<file path="src/rtl/inv_add_round_key.sv">
// ---------------------------------------------------------------------------
// inv_add_round_key
//
// Final XOR stage of an AES inverse-cipher round pipeline. Each accepted beat
// carries one 128-bit state plus the round key for that round; the block
// XORs them, tags the result with its round index (0..NR) and tells the
// downstream stage whether InvMixColumns applies (rounds 1..NR-1) or whether
// the beat is the recovered plaintext (round NR).
//
// Round tracking is a two-state sequencer:
//   IDLE : waiting for the in_first beat of a new block
//   BUSY : rounds 1..NR of the current block still to come
// Out-of-order beats are never dropped; they are tagged as round 0 and raise
// the sticky err_seq flag, which only reset clears.
//
// Build option (macro INV_ARK_SKID_EN):
//   defined   - output register followed by a 2-entry skid buffer; in_ready
//               is a flop and has no combinational path from out_ready.
//   undefined - single output register; in_ready = !out_valid || out_ready.
// Data, round tagging and error behaviour are the same in both builds.
//
// NR must be 10, 12 or 14 (AES-128/192/256).
// ---------------------------------------------------------------------------
module inv_add_round_key #(
  parameter int NR = 10
) (
  input  logic         clk,
  input  logic         rst_n,
  input  logic         in_valid,
  output logic         in_ready,
  input  logic         in_first,
  input  logic [0:127] state_in,
  input  logic [0:127] round_key,
  output logic         out_valid,
  input  logic         out_ready,
  output logic [0:127] state_out,
  output logic [3:0]   out_round,
  output logic         out_mix,
  output logic         out_last,
  output logic         err_seq
);

  localparam logic [3:0] NR_L = 4'(NR);

  typedef enum logic {
    ST_IDLE = 1'b0,
    ST_BUSY = 1'b1
  } seq_state_e;

  // One fully tagged output beat; byte 0 of data sits in bits [0:7].
  typedef struct packed {
    logic [0:127] data;
    logic [3:0]   round;
    logic         mix;
    logic         last;
  } beat_t;

  // -------------------------------------------------------------------------
  // Round sequencer
  // -------------------------------------------------------------------------
  seq_state_e state_q, state_d;
  logic [3:0] rc_q, rc_d;          // round index the next in-order beat carries
  logic       err_seq_q, err_seq_d;
  logic       accept;
  logic [3:0] beat_round;
  beat_t      in_beat;

  assign accept = in_valid && in_ready;

  // Tag the incoming beat and advance the round counter on acceptance.
  // NOTE: every variable assigned in an always_comb gets a default at the top,
  // so no path leaves it unassigned and no latch is inferred.
  always_comb begin
    state_d   = state_q;
    rc_d      = rc_q;
    err_seq_d = err_seq_q;

    // A first beat always restarts at round 0; so does any beat in IDLE,
    // because there is no block in progress to place it in.
    beat_round = (in_first || state_q == ST_IDLE) ? 4'd0 : rc_q;

    if (accept) begin
      // in_first while a block is pending, or a non-first beat with no block
      // pending, are both sequence violations.
      if (in_first ? (state_q == ST_BUSY) : (state_q == ST_IDLE)) begin
        err_seq_d = 1'b1;
      end

      if (beat_round == NR_L) begin
        state_d = ST_IDLE;
        rc_d    = 4'd0;
      end else if (in_first || state_q == ST_BUSY) begin
        state_d = ST_BUSY;
        rc_d    = 4'(beat_round + 4'd1);
      end
      // A stray non-first beat in IDLE leaves the sequencer waiting for in_first.
    end

    in_beat.data  = state_in ^ round_key;
    in_beat.round = beat_round;
    in_beat.mix   = (beat_round != 4'd0) && (beat_round < NR_L);
    in_beat.last  = (beat_round == NR_L);
  end

  // Sequencer state and sticky error flag.
  // NOTE: sequential state is updated with non-blocking assignments so every
  // flop samples the pre-edge values regardless of block evaluation order.
  always_ff @(posedge clk or negedge rst_n) begin
    if (!rst_n) begin
      state_q   <= ST_IDLE;
      rc_q      <= 4'd0;
      err_seq_q <= 1'b0;
    end else begin
      state_q   <= state_d;
      rc_q      <= rc_d;
      err_seq_q <= err_seq_d;
    end
  end

  // -------------------------------------------------------------------------
  // Output buffering
  // -------------------------------------------------------------------------
  beat_t out_q, out_d;
  logic  out_valid_q, out_valid_d;

`ifdef INV_ARK_SKID_EN

  // Output register plus a 2-entry skid FIFO that absorbs the beats which
  // arrive while in_ready (a flop) still reports space during a stall.
  beat_t      skid_q [2];
  beat_t      skid_d [2];
  logic       rd_ptr_q, rd_ptr_d;
  logic       wr_ptr_q, wr_ptr_d;
  logic [1:0] count_q, count_d;
  logic       in_ready_q, in_ready_d;
  logic       out_free;
  logic       push;
  logic       pop;

  assign in_ready = in_ready_q;

  // Refill the output register from the skid FIFO first, then from the input.
  always_comb begin
    skid_d      = skid_q;
    rd_ptr_d    = rd_ptr_q;
    wr_ptr_d    = wr_ptr_q;
    out_d       = out_q;
    out_valid_d = out_valid_q;

    out_free = !out_valid_q || out_ready;
    pop      = out_free && (count_q != 2'd0);
    // The input bypasses the FIFO only when the output slot frees up and
    // nothing older is waiting; otherwise it queues behind the older beats.
    push     = accept && !(out_free && count_q == 2'd0);

    if (out_free) begin
      if (count_q != 2'd0) begin
        out_d       = skid_q[rd_ptr_q];
        out_valid_d = 1'b1;
      end else if (accept) begin
        out_d       = in_beat;
        out_valid_d = 1'b1;
      end else begin
        out_valid_d = 1'b0;
      end
    end

    if (pop) begin
      rd_ptr_d = ~rd_ptr_q;
    end
    if (push) begin
      skid_d[wr_ptr_q] = in_beat;
      wr_ptr_d         = ~wr_ptr_q;
    end

    count_d    = 2'(count_q + {1'b0, push} - {1'b0, pop});
    in_ready_d = (count_d < 2'd2);
  end

  // Output register, skid storage and registered in_ready.
  // NOTE: the two skid entries are reset as well so state_out reads 0 during
  // reset; at two entries that costs nothing worth avoiding.
  always_ff @(posedge clk or negedge rst_n) begin
    if (!rst_n) begin
      out_q       <= '0;
      out_valid_q <= 1'b0;
      skid_q[0]   <= '0;
      skid_q[1]   <= '0;
      rd_ptr_q    <= 1'b0;
      wr_ptr_q    <= 1'b0;
      count_q     <= 2'd0;
      in_ready_q  <= 1'b0;
    end else begin
      out_q       <= out_d;
      out_valid_q <= out_valid_d;
      skid_q      <= skid_d;
      rd_ptr_q    <= rd_ptr_d;
      wr_ptr_q    <= wr_ptr_d;
      count_q     <= count_d;
      in_ready_q  <= in_ready_d;
    end
  end

`else

  // Single output register. ready_en_q keeps in_ready low through reset and
  // lets it rise on the first clock edge afterwards.
  logic ready_en_q, ready_en_d;

  assign in_ready = ready_en_q && (!out_valid_q || out_ready);

  // Load on acceptance, clear when the held beat is taken with nothing behind it.
  always_comb begin
    out_d       = out_q;
    out_valid_d = out_valid_q;
    ready_en_d  = 1'b1;

    if (accept) begin
      out_d       = in_beat;
      out_valid_d = 1'b1;
    end else if (out_ready) begin
      out_valid_d = 1'b0;
    end
  end

  // Output register and ready enable.
  always_ff @(posedge clk or negedge rst_n) begin
    if (!rst_n) begin
      out_q       <= '0;
      out_valid_q <= 1'b0;
      ready_en_q  <= 1'b0;
    end else begin
      out_q       <= out_d;
      out_valid_q <= out_valid_d;
      ready_en_q  <= ready_en_d;
    end
  end

`endif

  assign out_valid = out_valid_q;
  assign state_out = out_q.data;
  assign out_round = out_q.round;
  assign out_mix   = out_q.mix;
  assign out_last  = out_q.last;
  assign err_seq   = err_seq_q;

endmodule

</file>
<file path="config.mk">
export PLATFORM = sky130hd
export DESIGN_NAME = inv_add_round_key
export DESIGN_NICKNAME = d
export VERILOG_FILES = /design/src/rtl/inv_add_round_key.sv
export SDC_FILE = /design/constraint.sdc
export NUM_CORES = 1
export LEC_CHECK = 0
export BUFFER_PORTS_ARGS = -buffer_cell sky130_fd_sc_hd__buf_2
export CAP_MARGIN = 20
export CORE_ASPECT_RATIO = 0.9
export CORE_MARGIN = 8
export CORE_UTILIZATION = 25
export DETAILED_ROUTE_END_ITERATION = 6
export PLACE_DENSITY_LB_ADDON = 0.12
export SYNTH_ARGS = -nofsm -noshare
export SYNTH_HDL_FRONTEND = slang
export SYNTH_SLANG_ARGS = --single-unit
</file>
<file path="constraint.sdc">
create_clock -name clk -period 2.65 [get_ports clk]
set_clock_uncertainty 0.1 [all_clocks]
set_input_delay 0 -clock clk [delete_from_list [all_inputs] [get_ports clk]]
set_output_delay 0 -clock clk [all_outputs]
set_load 0.01 [all_outputs]
</file>
==> results of run 1 <==
## through the flow
step	util	std cells	setup slack [ns]	hold WS, ns
6_report	0.475	1624	0.682	0.0127
5_1_grt	0.475	1623	0.537	0.0399
4_1_cts	0.475	1622	0.644	0.00591
3_5_place_dp	0.346	1326	0.846	-0.0983
3_3_place_gp	0.346	1326	0.855	-0.104
2_1_floorplan	-	615	1.18	-0.396
## kinds of logic (layout without fill, tap and decap cells)
family,after synthesis,after routing,synth area share
other,1,3,0.000599
AOI/OAI and AO/OA,142,142,0.117
buffers and inverters,36,701,0.0250
and+or+nand+nor,164,164,0.107
xor gates and xnor gates,128,128,0.179
adders and majority gates,2,2,0.00400
DFF,142,142,0.568
## power groups by stage
stage / sequential, W / clock [W] / combinational, W
3_5_place_dp: 0.00285 / 0 / 0.00163
6_report: 0.00282 / 0.00225 / 0.00204
4_1_cts: 0.00282 / 0.00234 / 0.00207
5_1_grt: 0.00289 / 0.00243 / 0.00226
2_1_floorplan: 0.00302 / 0 / 0.000568
3_3_place_gp: 0.00285 / 0 / 0.00163
## layer usage
metal  vias to the layer above  wire (µm)  global-route usage
li1                       3308          -                   -
met1                      2959       8410               0.152
met2                       210      11700               0.272
met3                        26       1750              0.0534
met4                         0        442              0.0530
met5                         -          0                   0
## cells in the mapped netlist (2+ instances only)
cell type / number / area share
dfrtp_1: 142 / 0.57
nand2_1: 142 / 0.085
o21ai_0: 133 / 0.11
xnor2_1: 128 / 0.18
clkbuf_1: 21 / 0.013
buf_2: 11 / 0.0088
nand3_1: 7 / 0.0056
inv_1: 3 / 0.0018
a21oi_1: 2 / 0.0016
ha_1: 2 / 0.0040
nor2_1: 2 / 0.0012
nor2b_1: 2 / 0.0020
or4_1: 2 / 0.0024
## what timing repair did
| item | in CTS | in global routing |
|---|---|---|
| hold buffers | 264 | 0 |
| hold endpoints to repair | 265 | 0 |
| setup buffers | 0 | 0 |
| resized for setup | 0 | 0 |
## worst reg2reg max path: stages (launching register included)
cell           delay, ns
dfrtp_1             0.35
nand2b_2            0.10
nand3_4             0.19
buf_12              0.37
o21ai_0             0.16
dlygate4sd3_1       0.57
## sequential cells by signal, summed over array words and instances (netlist names)
register    count
state_out     128
out_valid       1
rc_q            4
out_mix         1
ready_en_q      1
err_seq         1
out_last        1
out_round       4
state_q         1
## area by class of cell
cell class                      instances  area (µm²)  share of cell area
Antenna cell                            2        5.00            0.000423
Clock buffer                           19         453              0.0383
Clock inverter                         13         106             0.00899
Inverter                                3        11.3            0.000952
Multi-Input combinational cell        437        2560               0.216
Sequential cell                       142        3550               0.300
Tap cell                              342         428              0.0362
Timing Repair Buffer                  666        4710               0.398
## worst min-delay path by stage
stage / from / to / cells after the start
5_1_grt: rst_n / state_out[112] / 2
3_3_place_gp: rst_n / state_out[112] / 1
2_1_floorplan: rst_n / err_seq / 0
3_5_place_dp: rst_n / state_out[112] / 1
4_1_cts: rst_n / state_out[112] / 2
6_report: rst_n / state_out[112] / 2
==> metrics, run 1 <==
number of port buffers 397; Iter 0 DRT Violations 258; I/O pins 398; post-synthesis sequential area ratio 0.568; Comb power frac 0.287; reg-to-reg startpoint out_valid; Clk network pwr share 0.316; CTS sink count 142; DRT Wirelength 22,300 µm; first-pass GRT wire length 36,300 µm; fraction of layout cells with a size suffix above 1 0.341; initial antenna violation count 1; Fin Setup TNS 0 ns; Worst Path Required 2.84 ns; RSZ-0062 raised after global routing no; slew margin rel. 0.647; CP peak stage delay 0.57 ns; area grow syn2layout 88.9%; GP Congestion 0.745; vias in the first global route 7,144; syn_nets 878; DR WL/cell 13.7 µm; Post-Syn Instances 615; Post-synth top flop dfrtp_1; P_leak 5.71 nW; Async SR Flop Fraction 1.00; Netlist cell types 31; Crit path depth 7; TritonRoute pass-1 iters 4; Flop pwr share 0.396; Site Rows 55; Fin. Hold Viols 0; Power Internal 0.00494 W; Hold WC Path Type in2async; Inserted Clock Buffers 17; Reg clk slew, reported paths 0.07 ns; CTS tree done; fin area 11,800 µm²; Ys Warns 0; NumNets Final 1,530; CP most frequent cell dlygate4sd3_1; CP startpoint kind primary input; RR Endpoint state_out[4]; Final Critical Period 1.97 ns; Chip Height 166 µm; crit-path cells dlygate4sd3_1, buf_2, nand2b_2, nand3_4, buf_12, o21ai_0, dlygate4sd3_1; Slew @ Worst Pin 0.529 ns; Max Cap Viol 0; worst reg-to-reg setup slack 0.69 ns; Pwr per Cell Area 602 nW/µm²; Layout fillers 2,383; peak supply drop 0.282 mV; CP delay by family, top buffers and inverters; net switching power 0.00217 W; Setup CP Type in2reg; Power Total 0.00711 W; Tcrit/Tclk final 0.743; synthesized area 6260 µm²; vias after detailed routing 6,503; endpoints failing setup 0; Core ar. 24,900 µm²; EDFF count, synth 0; Slowest-stage cell, CP dlygate4sd3_1; Avg Inst Size Synth 10.2 µm²; DIE WIDTH 183 µm; most frequent cells in the layout 396 x buf_2, 264 x dlygate4sd3_1, 142 x nand2_1, 142 x dfrtp_1, 133 x o21ai_0; Arrival @ worst endpoint 2.16 ns; CTS Root Cell clkbuf_16; largest net degree at the start of global routing 122; reg2reg path depth 5; CTS Buffer Depth 2; post-route ant nets 0; Post-DP Area 8620 µm²; Crit. End Element flip-flop; outcome finished, final reports clean; Sw Share 0.305; crit path max fanout 121; Critical Path Start out_ready; achievable clock frequency 0.508 GHz; DP Wirelength 15,600 µm; vias per cell 4.00; DRC 0; Slew Limit Fails 0; htree depth 4; Starting Density 0.251; full die area 30,400 µm²; Yosys reg bits 142; crit path capture state_out[4]; commonest non-fill, non-tap cell in the layout buf_2; clk_lat worst skew 0.41 ns; Worst Path Buf+Inv 4; gr ovfl total 0; GRT Total Usage 0.148
Power figures use the tool's default switching activity.
==> run 2, diff against run 1 <==
--- a/config.mk
+++ b/config.mk
@@ -5,6 +5,7 @@
 export SDC_FILE = /design/constraint.sdc
 export NUM_CORES = 1
 export LEC_CHECK = 0
+export ABC_AREA = 1
 export BUFFER_PORTS_ARGS = -buffer_cell sky130_fd_sc_hd__buf_2
 export CAP_MARGIN = 20
 export CORE_ASPECT_RATIO = 0.9
==> constraint.sdc (replaced) <==
create_clock -name clk -period 1.8 [get_ports clk]
set_clock_uncertainty 0.1 [all_clocks]
set_input_delay 0 -clock clk [delete_from_list [all_inputs] [get_ports clk]]
set_output_delay 0 -clock clk [all_outputs]
set_load 0.01 [all_outputs]
==> metrics, run 2 <==
DRT Wirelength 23,400 µm; syn_nets 895; cell taking the most area after synthesis dfrtp_1; Util after Layout 0.478; DP Wirelength 17,000 µm; CTS tree done; CP peak stage delay 0.55 ns; vias in the first global route 7,488; initial antenna violation count 0; vias after detailed routing 6,631; Ys Warns 0; Yosys top cell area share 0.558; Worst Path Required 2.05 ns; post-route ant nets 0; commonest non-fill, non-tap cell in the layout buf_2; TritonRoute pass-1 iters 4; Slew Limit Fails 0; CTS Buffer Depth 2; Reg clk slew, reported paths 0.06 ns; Power Total 0.0104 W; clk_lat worst skew 0.40 ns; Setup CP Type reg2reg; GP Congestion 0.740; Starting Density 0.253; I/O pins 398; Core ar. 25,100 µm²; Netlist cell types 20; Non-Filler Instances 1,652; synthesized area 6370 µm²; full die area 30,800 µm²; Tcrit/Tclk final 0.851; Post-synth top flop dfrtp_1; RSZ-0062 raised after global routing no; vias per cell 4.01; Worst Path Buf+Inv 2; first-pass GRT wire length 38,000 µm; Final Critical Period 1.53 ns; Hold WC Path Type in2reg; max reg flops 128; Max Cap Viol 0; CP delay by family, top buffers and inverters; P_leak 5.85 nW; DIE WIDTH 184 µm; Slowest-stage cell, CP dlygate4sd3_1; Inserted Clock Buffers 17; Arrival @ worst endpoint 1.78 ns; CTS Root Cell clkbuf_16; Iter 0 DRT Violations 238; Pwr per Cell Area 865 nW/µm²; Chip Height 167 µm; Layout fillers 2,426; number of port buffers 397; most frequent cells in the layout 396 x buf_2, 262 x dlygate4sd3_1, 161 x nand2_1; Site Rows 55; DP Cell Count 1,358; Yosys reg bits 142; synth cell count leaders 161 x nand2_1, 142 x dfrtp_1, 128 x xnor2_1, 82 x o21ai_1, 49 x o21ai_0; DR WL/cell 14.2 µm; main area contributors after synthesis dfrtp_1 56%, xnor2_1 18%, nand2_1 9.5%; post-CTS sizing 0; Post-Syn Instances 632; area grow syn2layout 88.4%; largest net degree at the start of global routing 61; Fin Setup TNS 0 ns; fraction of layout cells with a size suffix above 1 0.346; DRC 0; achievable clock frequency 0.653 GHz; Crit. End Element flip-flop; top-count cell post-synth nand2_1; setup bufs post-CTS 0; post-synthesis sequential area ratio 0.558; Async SR Flop Fraction 1.00; antenna cells 0; peak supply drop 0.436 mV; Fin. Hold Viols 0; htree depth 4; GRT Total Usage 0.154; endpoints failing setup 0; Avg Inst Size Synth 10.1 µm²; CTS sink count 142; EDFF count, synth 0; CP startpoint kind flip-flop; crit-path cells inv_1, ha_1, o21bai_2, dlygate4sd3_1; NumNets Final 1,560; crit path max fanout 2; outcome finished, final reports clean; gr ovfl total 0
## run 2: cell types whose count changed in the layout (fill, tap and decap cells not counted), moves of 4 or more
cell	before	now
o21ai_0	133	49
nor2_1	2	7
o21ai_2	0	4
buf_12	3	8
buf_4	2	9
nand2_1	142	161
o21ai_1	0	82
inv_1	3	12
## run 2: final cells by class
class,instances,area [µm²],share of cell area
flip-flops and latches,142,3550,0.296
inverters,13,48.8,0.00407
repair buffers,676,4840,0.404
clock buffers,20,457,0.0381
clock inverters,12,101,0.00845
multi-input cells,447,2560,0.214
well taps,342,428,0.0357
## run 2: path summary, 6_finish.rpt
check	start	end	slack [ns]	cells past startpoint
setup / recovery	state_q	err_seq	0.27	4
hold / removal	in_first	rc_q[2]	0.10	5
setup reg to reg	state_q	err_seq	0.27	4
hold reg to reg	out_round[2]	out_round[2]	0.37	2
max in group asynchronous	rst_n	state_out[76]	0.55	4
min in group asynchronous	rst_n	state_out[121]	0.44	3
## run 2: cells by family (layout without fill, tap and decap cells)
family	Yosys count	in the layout	synth area share
flip-flops	142	142	0.558
buffers and inverters	43	721	0.0395
XOR/XNOR	128	128	0.176
AO/OA/AOI/OAI	137	137	0.111
adder cells (fa/ha/maj)	2	2	0.00393
other	1	1	0.000589
AND/OR/NAND/NOR	179	179	0.110
## run 2: what timing repair did
item | CTS | global route
hold endpoints to repair | 276 | 20
hold buffers | 262 | 1
endpoints found under the setup margin | 0 | 11
## run 2: metal layers
layer | vias up | global-route usage | wire, µm
li1 | 3365 | - | -
met1 | 3009 | 0.162 | 8950
met2 | 223 | 0.277 | 12100
met3 | 34 | 0.0580 | 1840
met4 | 0 | 0.0519 | 590
met5 | - | 0 | 0
## run 2: stage by stage
stage          worst slack, ns  hold slack, ns  cell area (µm²)
6_report                 0.268           0.101            12000
5_1_grt                  0.128           0.157            12000
4_1_cts                  0.158          0.0260            12000
3_5_place_dp             0.330          -0.222             8810
3_3_place_gp             0.339          -0.226             8810
2_1_floorplan            0.415          -0.396             6370
## run 2: tightest hold or removal path, stage by stage
cell     delay [ns]
buf_2          0.10
inv_1          0.08
ha_1           0.23
o21ai_0        0.10
nand2_1        0.06
## run 2: where the power goes
part	leakage (nW)	internal [W]	switching (W)
registers	1.76	0.00376	0.000307
clock network	0.264	0.00186	0.00144
logic	3.82	0.00162	0.00139
total	5.85	0.00724	0.00314
